$ cat src/rtl/spi_flash_cmd_seq_if.sv
// Bus bundle between the flash command sequencer, its client
// and the byte-level spi_master.
interface spi_flash_cmd_seq_if;
    logic        cmd_valid;
    logic        cmd_ready;
    logic [7:0]  cmd_opcode;
    logic        cmd_addr_en;
    logic [23:0] cmd_addr;
    logic [3:0]  cmd_dummy;
    logic        cmd_wr;
    logic [15:0] cmd_len;
    logic [7:0]  tx_data;
    logic        tx_valid;
    logic        tx_ready;
    logic [7:0]  rx_data;
    logic        rx_valid;
    logic        rx_ready;
    logic        busy;
    logic        done;
    logic        spi_nCS_ctrl;
    logic        spi_CPOL;
    logic        spi_CPHA;
    logic [15:0] spi_clk_div;
    logic        spi_wr_req;
    logic        spi_wr_ack;
    logic [7:0]  spi_tx_byte;
    logic [7:0]  spi_rx_byte;

    modport master (
        input  cmd_valid, cmd_opcode, cmd_addr_en, cmd_addr,
        input  cmd_dummy, cmd_wr, cmd_len,
        input  tx_data, tx_valid, rx_ready,
        input  spi_wr_ack, spi_rx_byte,
        output cmd_ready, tx_ready, rx_data, rx_valid,
        output busy, done,
        output spi_nCS_ctrl, spi_CPOL, spi_CPHA, spi_clk_div,
        output spi_wr_req, spi_tx_byte
    );

    modport slave (
        output cmd_valid, cmd_opcode, cmd_addr_en, cmd_addr,
        output cmd_dummy, cmd_wr, cmd_len,
        output tx_data, tx_valid, rx_ready,
        output spi_wr_ack, spi_rx_byte,
        input  cmd_ready, tx_ready, rx_data, rx_valid,
        input  busy, done,
        input  spi_nCS_ctrl, spi_CPOL, spi_CPHA, spi_clk_div,
        input  spi_wr_req, spi_tx_byte
    );
endinterface

$ cat src/rtl/spi_flash_cmd_seq.sv
// Flash command sequencer: opcode, address, dummy and data
// bytes issued one at a time to spi_master; owns nCS.
module spi_flash_cmd_seq #(
    parameter logic [15:0] CLK_DIV  = 16'd4,
    parameter logic        CPOL     = 1'b0,
    parameter logic        CPHA     = 1'b0,
    parameter int          CS_SETUP = 2,
    parameter int          CS_GAP   = 4
) (
    input  logic                sys_clk,
    input  logic                rst_n,
    spi_flash_cmd_seq_if.master bus
);

    typedef enum logic [2:0] {
        S_IDLE,
        S_SETUP,
        S_OPC,
        S_ADDR,
        S_DUMMY,
        S_DATA,
        S_HOLD,
        S_GAP
    } state_t;

    localparam logic [7:0] SETUP_LAST = 8'(CS_SETUP - 1);
    localparam logic [7:0] GAP_LAST   = 8'(CS_GAP - 1);

    state_t      r_state, w_state_nx;
    logic [7:0]  r_cnt, w_cnt_nx;
    logic [3:0]  r_idx, w_idx_nx;
    logic [15:0] r_rem, w_rem_nx;
    logic [7:0]  r_opc, w_opc_nx;
    logic        r_addr_en, w_addr_en_nx;
    logic [23:0] r_addr, w_addr_nx;
    logic [3:0]  r_dummy, w_dummy_nx;
    logic        r_wr, w_wr_nx;
    logic        r_req, w_req_nx;
    logic [7:0]  r_tx, w_tx_nx;
    logic        r_ncs, w_ncs_nx;
    logic        r_rxv, w_rxv_nx;
    logic [7:0]  r_rxd, w_rxd_nx;
    logic        r_txr, w_txr_nx;
    logic        r_done, w_done_nx;

    logic        w_ack;
    state_t      w_after_opc;
    state_t      w_after_addr;
    state_t      w_after_dummy;

    // an ack only counts while a byte request is outstanding
    assign w_ack = r_req & bus.spi_wr_ack;

    // pick the next present phase so absent phases are skipped
    always_comb begin
        w_after_dummy = (r_rem != 16'd0) ? S_DATA : S_HOLD;
        w_after_addr  = (r_dummy != 4'd0) ? S_DUMMY : w_after_dummy;
        w_after_opc   = r_addr_en ? S_ADDR : w_after_addr;
    end

    // next-state and next-output decode of the transaction FSM
    always_comb begin
        w_state_nx   = r_state;
        w_cnt_nx     = r_cnt;
        w_idx_nx     = r_idx;
        w_rem_nx     = r_rem;
        w_opc_nx     = r_opc;
        w_addr_en_nx = r_addr_en;
        w_addr_nx    = r_addr;
        w_dummy_nx   = r_dummy;
        w_wr_nx      = r_wr;
        w_req_nx     = r_req;
        w_tx_nx      = r_tx;
        w_ncs_nx     = r_ncs;
        w_rxv_nx     = r_rxv;
        w_rxd_nx     = r_rxd;
        w_txr_nx     = 1'b0;
        w_done_nx    = 1'b0;

        if (r_rxv && bus.rx_ready) begin
            w_rxv_nx = 1'b0;
        end
        if (w_ack) begin
            w_req_nx = 1'b0;
        end

        unique case (r_state)
            S_IDLE: begin
                if (bus.cmd_valid) begin
                    w_opc_nx     = bus.cmd_opcode;
                    w_addr_en_nx = bus.cmd_addr_en;
                    w_addr_nx    = bus.cmd_addr;
                    w_dummy_nx   = bus.cmd_dummy;
                    w_wr_nx      = bus.cmd_wr;
                    w_rem_nx     = bus.cmd_len;
                    w_ncs_nx     = 1'b0;
                    w_cnt_nx     = 8'd0;
                    w_idx_nx     = 4'd0;
                    w_state_nx   = S_SETUP;
                end
            end
            S_SETUP: begin
                if (r_cnt == SETUP_LAST) begin
                    w_req_nx   = 1'b1;
                    w_tx_nx    = r_opc;
                    w_state_nx = S_OPC;
                end else begin
                    w_cnt_nx = r_cnt + 8'd1;
                end
            end
            S_OPC: begin
                if (w_ack) begin
                    w_idx_nx   = 4'd0;
                    w_state_nx = w_after_opc;
                end
            end
            S_ADDR: begin
                if (w_ack) begin
                    if (r_idx == 4'd2) begin
                        w_idx_nx   = 4'd0;
                        w_state_nx = w_after_addr;
                    end else begin
                        w_idx_nx = r_idx + 4'd1;
                    end
                end else if (!r_req) begin
                    w_req_nx = 1'b1;
                    unique case (1'b1)
                        r_idx == 4'd0: w_tx_nx = r_addr[23:16];
                        r_idx == 4'd1: w_tx_nx = r_addr[15:8];
                        default:       w_tx_nx = r_addr[7:0];
                    endcase
                end
            end
            S_DUMMY: begin
                if (w_ack) begin
                    if (r_idx == 4'(r_dummy - 4'd1)) begin
                        w_idx_nx   = 4'd0;
                        w_state_nx = w_after_dummy;
                    end else begin
                        w_idx_nx = r_idx + 4'd1;
                    end
                end else if (!r_req) begin
                    w_req_nx = 1'b1;
                    w_tx_nx  = 8'h00;
                end
            end
            S_DATA: begin
                if (w_ack) begin
                    w_rem_nx = r_rem - 16'd1;
                    if (!r_wr) begin
                        w_rxd_nx = bus.spi_rx_byte;
                        w_rxv_nx = 1'b1;
                    end
                    if (r_rem == 16'd1) begin
                        w_state_nx = S_HOLD;
                    end
                end else if (!r_req) begin
                    if (r_wr) begin
                        if (bus.tx_valid) begin
                            w_req_nx = 1'b1;
                            w_tx_nx  = bus.tx_data;
                            w_txr_nx = 1'b1;
                        end
                    end else if (!r_rxv || bus.rx_ready) begin
                        w_req_nx = 1'b1;
                        w_tx_nx  = 8'h00;
                    end
                end
            end
            S_HOLD: begin
                if (!r_rxv) begin
                    w_ncs_nx   = 1'b1;
                    w_done_nx  = 1'b1;
                    w_cnt_nx   = 8'd0;
                    w_state_nx = S_GAP;
                end
            end
            S_GAP: begin
                if (r_cnt == GAP_LAST) begin
                    w_state_nx = S_IDLE;
                end else begin
                    w_cnt_nx = r_cnt + 8'd1;
                end
            end
            default: begin
                w_ncs_nx   = 1'b1;
                w_req_nx   = 1'b0;
                w_state_nx = S_IDLE;
            end
        endcase
    end

    // state and registered outputs; reset drops req and raises nCS at once
    always_ff @(posedge sys_clk or negedge rst_n) begin
        if (!rst_n) begin
            r_state   <= S_IDLE;
            r_cnt     <= 8'd0;
            r_idx     <= 4'd0;
            r_rem     <= 16'd0;
            r_opc     <= 8'd0;
            r_addr_en <= 1'b0;
            r_addr    <= 24'd0;
            r_dummy   <= 4'd0;
            r_wr      <= 1'b0;
            r_req     <= 1'b0;
            r_tx      <= 8'd0;
            r_ncs     <= 1'b1;
            r_rxv     <= 1'b0;
            r_rxd     <= 8'd0;
            r_txr     <= 1'b0;
            r_done    <= 1'b0;
        end else begin
            r_state   <= w_state_nx;
            r_cnt     <= w_cnt_nx;
            r_idx     <= w_idx_nx;
            r_rem     <= w_rem_nx;
            r_opc     <= w_opc_nx;
            r_addr_en <= w_addr_en_nx;
            r_addr    <= w_addr_nx;
            r_dummy   <= w_dummy_nx;
            r_wr      <= w_wr_nx;
            r_req     <= w_req_nx;
            r_tx      <= w_tx_nx;
            r_ncs     <= w_ncs_nx;
            r_rxv     <= w_rxv_nx;
            r_rxd     <= w_rxd_nx;
            r_txr     <= w_txr_nx;
            r_done    <= w_done_nx;
        end
    end

    assign bus.cmd_ready    = (r_state == S_IDLE);
    assign bus.busy         = (r_state != S_IDLE);
    assign bus.done         = r_done;
    assign bus.tx_ready     = r_txr;
    assign bus.rx_valid     = r_rxv;
    assign bus.rx_data      = r_rxd;
    assign bus.spi_nCS_ctrl = r_ncs;
    assign bus.spi_wr_req   = r_req;
    assign bus.spi_tx_byte  = r_tx;
    assign bus.spi_CPOL     = CPOL;
    assign bus.spi_CPHA     = CPHA;
    assign bus.spi_clk_div  = CLK_DIV;

endmodule

$ cat src/flat_wrapper.sv
// flat-port wrapper written by rule: the top's interface ports become plain ports
module spi_flash_cmd_seq_flat 
#(
    parameter logic [15:0] CLK_DIV  = 16'd4,
    parameter logic        CPOL     = 1'b0,
    parameter logic        CPHA     = 1'b0,
    parameter int          CS_SETUP = 2,
    parameter int          CS_GAP   = 4
)
  (sys_clk, rst_n, bus_cmd_valid, bus_cmd_opcode, bus_cmd_addr_en, bus_cmd_addr, bus_cmd_dummy, bus_cmd_wr, bus_cmd_len, bus_tx_data, bus_tx_valid, bus_rx_ready, bus_spi_wr_ack, bus_spi_rx_byte, bus_cmd_ready, bus_tx_ready, bus_rx_data, bus_rx_valid, bus_busy, bus_done, bus_spi_nCS_ctrl, bus_spi_CPOL, bus_spi_CPHA, bus_spi_clk_div, bus_spi_wr_req, bus_spi_tx_byte);
  spi_flash_cmd_seq_if bus_i ();
  input  logic sys_clk;
  input  logic rst_n;
  input wire logic [$bits(bus_i.cmd_valid)-1:0] bus_cmd_valid;
  input wire logic [$bits(bus_i.cmd_opcode)-1:0] bus_cmd_opcode;
  input wire logic [$bits(bus_i.cmd_addr_en)-1:0] bus_cmd_addr_en;
  input wire logic [$bits(bus_i.cmd_addr)-1:0] bus_cmd_addr;
  input wire logic [$bits(bus_i.cmd_dummy)-1:0] bus_cmd_dummy;
  input wire logic [$bits(bus_i.cmd_wr)-1:0] bus_cmd_wr;
  input wire logic [$bits(bus_i.cmd_len)-1:0] bus_cmd_len;
  input wire logic [$bits(bus_i.tx_data)-1:0] bus_tx_data;
  input wire logic [$bits(bus_i.tx_valid)-1:0] bus_tx_valid;
  input wire logic [$bits(bus_i.rx_ready)-1:0] bus_rx_ready;
  input wire logic [$bits(bus_i.spi_wr_ack)-1:0] bus_spi_wr_ack;
  input wire logic [$bits(bus_i.spi_rx_byte)-1:0] bus_spi_rx_byte;
  output wire logic [$bits(bus_i.cmd_ready)-1:0] bus_cmd_ready;
  output wire logic [$bits(bus_i.tx_ready)-1:0] bus_tx_ready;
  output wire logic [$bits(bus_i.rx_data)-1:0] bus_rx_data;
  output wire logic [$bits(bus_i.rx_valid)-1:0] bus_rx_valid;
  output wire logic [$bits(bus_i.busy)-1:0] bus_busy;
  output wire logic [$bits(bus_i.done)-1:0] bus_done;
  output wire logic [$bits(bus_i.spi_nCS_ctrl)-1:0] bus_spi_nCS_ctrl;
  output wire logic [$bits(bus_i.spi_CPOL)-1:0] bus_spi_CPOL;
  output wire logic [$bits(bus_i.spi_CPHA)-1:0] bus_spi_CPHA;
  output wire logic [$bits(bus_i.spi_clk_div)-1:0] bus_spi_clk_div;
  output wire logic [$bits(bus_i.spi_wr_req)-1:0] bus_spi_wr_req;
  output wire logic [$bits(bus_i.spi_tx_byte)-1:0] bus_spi_tx_byte;
  assign bus_i.cmd_valid = bus_cmd_valid;
  assign bus_i.cmd_opcode = bus_cmd_opcode;
  assign bus_i.cmd_addr_en = bus_cmd_addr_en;
  assign bus_i.cmd_addr = bus_cmd_addr;
  assign bus_i.cmd_dummy = bus_cmd_dummy;
  assign bus_i.cmd_wr = bus_cmd_wr;
  assign bus_i.cmd_len = bus_cmd_len;
  assign bus_i.tx_data = bus_tx_data;
  assign bus_i.tx_valid = bus_tx_valid;
  assign bus_i.rx_ready = bus_rx_ready;
  assign bus_i.spi_wr_ack = bus_spi_wr_ack;
  assign bus_i.spi_rx_byte = bus_spi_rx_byte;
  assign bus_cmd_ready = bus_i.cmd_ready;
  assign bus_tx_ready = bus_i.tx_ready;
  assign bus_rx_data = bus_i.rx_data;
  assign bus_rx_valid = bus_i.rx_valid;
  assign bus_busy = bus_i.busy;
  assign bus_done = bus_i.done;
  assign bus_spi_nCS_ctrl = bus_i.spi_nCS_ctrl;
  assign bus_spi_CPOL = bus_i.spi_CPOL;
  assign bus_spi_CPHA = bus_i.spi_CPHA;
  assign bus_spi_clk_div = bus_i.spi_clk_div;
  assign bus_spi_wr_req = bus_i.spi_wr_req;
  assign bus_spi_tx_byte = bus_i.spi_tx_byte;
  spi_flash_cmd_seq #(.CLK_DIV(CLK_DIV), .CPOL(CPOL), .CPHA(CPHA), .CS_SETUP(CS_SETUP), .CS_GAP(CS_GAP)) u_core (.sys_clk(sys_clk), .rst_n(rst_n), .bus(bus_i));
endmodule
$ cat config.mk
export PLATFORM = sky130hd
export DESIGN_NAME = spi_flash_cmd_seq_flat
export DESIGN_NICKNAME = d
export VERILOG_FILES = /design/src/rtl/spi_flash_cmd_seq_if.sv /design/src/rtl/spi_flash_cmd_seq.sv /design/src/flat_wrapper.sv
export SDC_FILE = /design/constraint.sdc
export NUM_CORES = 1
export LEC_CHECK = 0
export BUFFER_PORTS_ARGS = -buffer_cell sky130_fd_sc_hd__buf_4
export CAP_MARGIN = 5
export CORE_UTILIZATION = 40
export CTS_CLUSTER_DIAMETER = 150
export DETAILED_ROUTE_END_ITERATION = 6
export SLEW_MARGIN = 20
export SYNTH_ARGS = -nofsm -noshare
export SYNTH_HDL_FRONTEND = slang
export SYNTH_SLANG_ARGS = --single-unit
$ cat constraint.sdc
create_clock -name sys_clk -period 2.1 [get_ports sys_clk]
set_clock_uncertainty 0.15 [all_clocks]
set_input_delay 0.42 -clock sys_clk [delete_from_list [all_inputs] [get_ports sys_clk]]
set_output_delay 0.42 -clock sys_clk [all_outputs]
set_load 0.02 [all_outputs]
==> reports/metrics.yaml <==
outcome: "completed"
yosys-top-cells-count: "nand2_1 (140), dfrtp_1 (89), a21oi_1 (32), o21ai_0 (32), nor2_1 (27)"
synth_top_family_by_area: "simple AND/OR/NAND/NOR gates"
ff_latch_area_mm2: 0.00226
layout_setup_ws_ns: 0.0376
grt_max_degree: 91
leakagePower_nw: 3.22
worst_path_largest_cell_delay_ns: 0.47
irDropWorstVdd_mv: 0.508
finalCriticalPeriod_ns: 2.06
grt_util_all_layers_pct: 21.3
gr-total-overflow: 0
ff2ff_setup_slack_ns: 0.04
clock_sinks: 90
netlist_instances: 569
p_int_mw: 5.78
io_buffer_count: 98
finalSetupViolations: 0
stdcell_area_mm2: 0.00670
die_h_um: 115
nets: 792
power_density_mw_per_mm2: 1420
worstSetupEndpointType: "flip-flop"
path_cells: "buf_4 > and2b_2 > buf_4 > a31oi_1 > o21bai_1 > nand4_1 > mux2_4"
critical_path_arrival_ns: 2.15
postSynthAreaPerCell_um2: 8.90
dr.pass1.iters: 5
cts.path.max_buffers: 2
power.total_mw: 9.51
place_area_mm2: 0.00618
drv_cap: 0
netlist_area_mm2: 0.00506
async_reset_ff_share_pct: 100
design.core.area_mm2: 0.0122
ys_seq_elements: 90
tritoncts: "done"
rsz0062_at_grt: "true"
max_freq_ghz: 0.485
slew_headroom_pct: 65.3
fin_crit_sh_pct: 98.2
yosysMostFrequentCell: "nand2_1"
worst_slew_pin_slew_ns: 0.521
path_max_fanout: 7
syn2layout_area_growth_pct: 32.3
routed_wirelength_um: 13200
worstSkewPairLatency_ns: 0.35
path_clk_slew_ns: 0.06
grtUsageMet3_pct: 3.18
io_pins: 117
grt_pass1_vias: 4455
crit_slowest_cell: "dfrtp_2"
swShare_pct: 39.2
seq_power_share_pct: 32.1
synthAdderAreaFrac_pct: 3.21
hold_viol_final: 0
synth_cell_types: 66
nFillCells: 1128
htree_levels: 3
pre_cts_ws_ns: -0.104
clkPwrFrac_pct: 18.7
ant_nets: 0
synth_edf_count: 0
synthXorXnorAreaFrac_pct: 1.48
critical_path_class: "reg2reg"
slew_viol_final: 0
drive_above_1_share_pct: 30.5
synth_top_area_share_pct: 44.0
die_x_um: 115
grt_antenna_before_repair: 0
route.vias.total: 4507
yosys_warnings: 0
dieArea_mm2: 0.0131
crit_required_ns: 2.19
diodes: 0
multi_input_area_mm2: 0.00260
gp_congestion: 0.824
hold-worst-slack_ns: 0.105
pwr-share-comb_pct: 49.2
drc_errors: 0
path_common_cell: "buf_4"
cp-start-kind: "flip-flop"
cts_buffers: 9
power.switching_mw: 3.72
synth_area_leaders: "dfrtp_1 (44%), nand2_1 (10%), ha_1 (3.2%), a21oi_1 (3.2%), o21ai_0 (3.2%)"
hp-class: "in2reg"
num_rows: 40
synth_top_area_cell: "dfrtp_1"
avgRoutedWirePerCell_um: 15.1
grt_pass1_wl_um: 21800
dp_hpwl_um: 9420
gr-usage-met2_pct: 35.7
muxShareOfSynthArea_pct: 4.92
drt_iter0_drc: 194
synth-simple-area-share_pct: 22.5
start_util_pct: 41.6
synth_seq_area_share_pct: 44.5
synth_compound_area_share_pct: 15.7
use_met1_pct: 27.7
root_buffer: "clkbuf_16"
viasPerCell: 5.14
busiest_layer: "met2"
synthFlopType: "dfrtp_1"
what timing repair did:
action | 4_1_cts | 5_1_grt
gates cloned | 0 | 0
setup endpoints to repair | 7 | 15
pin swaps | 1 | 8
setup buffers | 0 | 9
hold buffers | 1 | 0
resized for setup | 8 | 19
hold endpoints to repair | 57 | 0
registers in the layout, summed over array words and instances (netlist names), 3 cells and up:
name and count:
u_core.r_rem 16, u_core.bus.rx_data 8, u_core.r_addr 24, u_core.bus.spi_tx_byte 8, u_core.r_state 3, u_core.r_opc 8
u_core.r_dummy 4, u_core.r_idx 4, u_core.r_cnt 8
power groups by stage:
stage	sequential [mW]	clock [mW]	combinational (mW)
4_1_cts	3.06	1.81	4.45
3_3_place_gp	3.04	0	4.30
3_5_place_dp	3.07	0	4.39
2_1_floorplan	3.10	0	2.76
5_1_grt	3.14	1.89	5.17
6_report	3.05	1.78	4.67
layout make-up:
class / count / area share, %
clock inverters: 4 / 1.10
well taps: 168 / 3.14
inverters: 21 / 1.18
repair buffers: 156 / 18.4
flip-flops and latches: 90 / 33.7
multi-input cells: 425 / 38.8
clock buffers: 12 / 3.68
cells in the final DEF (no fill, tap or decap), types with 3 or more instances in the layout:
master       n
or3_1        3
nand2_1    140
nor3b_1      3
clkbuf_16    9
o21ai_0     31
inv_1       21
nor2_1      27
conb_1      18
a21o_1       3
nand3_1     13
a211oi_1     9
nor4_1       4
xnor2_1      3
ha_1        11
buf_4      148
a22oi_1      4
nand4_1      5
xor2_1       3
a22o_1      10
mux2i_1     11
dfrtp_2      3
buf_12       4
o21a_1       4
o2bb2ai_1    6
buf_6        3
and3_2       3
mux2_2      10
dfrtp_1     86
nor3_1      11
a21oi_1     31
o21ai_1      3
per-layer routing:
layer | wire (µm) | vias up | part of all wire [%]
li1 | - | 2197 | -
met1 | 5800 | 2180 | 44
met2 | 6630 | 113 | 50
met3 | 587 | 17 | 4.4
met4 | 220 | 0 | 1.7
met5 | 0 | - | 0
logic make-up after synthesis:
family | Yosys count
flops | 90
other cells | 2
xor+xnor | 7
mux | 23
fa+ha+maj | 13
simple gates | 241
compound gates | 123
buf+inv | 70
critical path: cells and delay by family (launching register included):
| family | cells | cell delay [ns] |
|---|---|---|
| AOI/OAI and AO/OA | 2 | 0.44 |
| buffers and inverters | 2 | 0.31 |
| DFF | 1 | 0.47 |
| muxes | 1 | 0.27 |
| and+or+nand+nor | 2 | 0.32 |
path summary, 6_finish.rpt:
path,startpoint,end,cells after the start
max in group asynchronous,rst_n,u_core.r_state[0],3
max reg2reg,u_core.r_state[1],u_core.r_state[0],7
max,u_core.r_state[1],u_core.r_state[0],7
min,bus_cmd_addr[18],u_core.r_addr[18],3
min reg2reg,u_core.r_addr[4],u_core.r_addr[4],2
min in group asynchronous,rst_n,u_core.r_cnt[7],3
through the flow:
stage	std cells	utilization (%)	TNS (ns)
after global placement	850	50.8	-0.0200
final	876	55.1	0
after CTS	867	53.8	0
after floorplan	585	-	0
after global routing	876	55.1	-0.120
after detailed placement	850	50.8	-0.253
(Power assumes the default switching activity.)
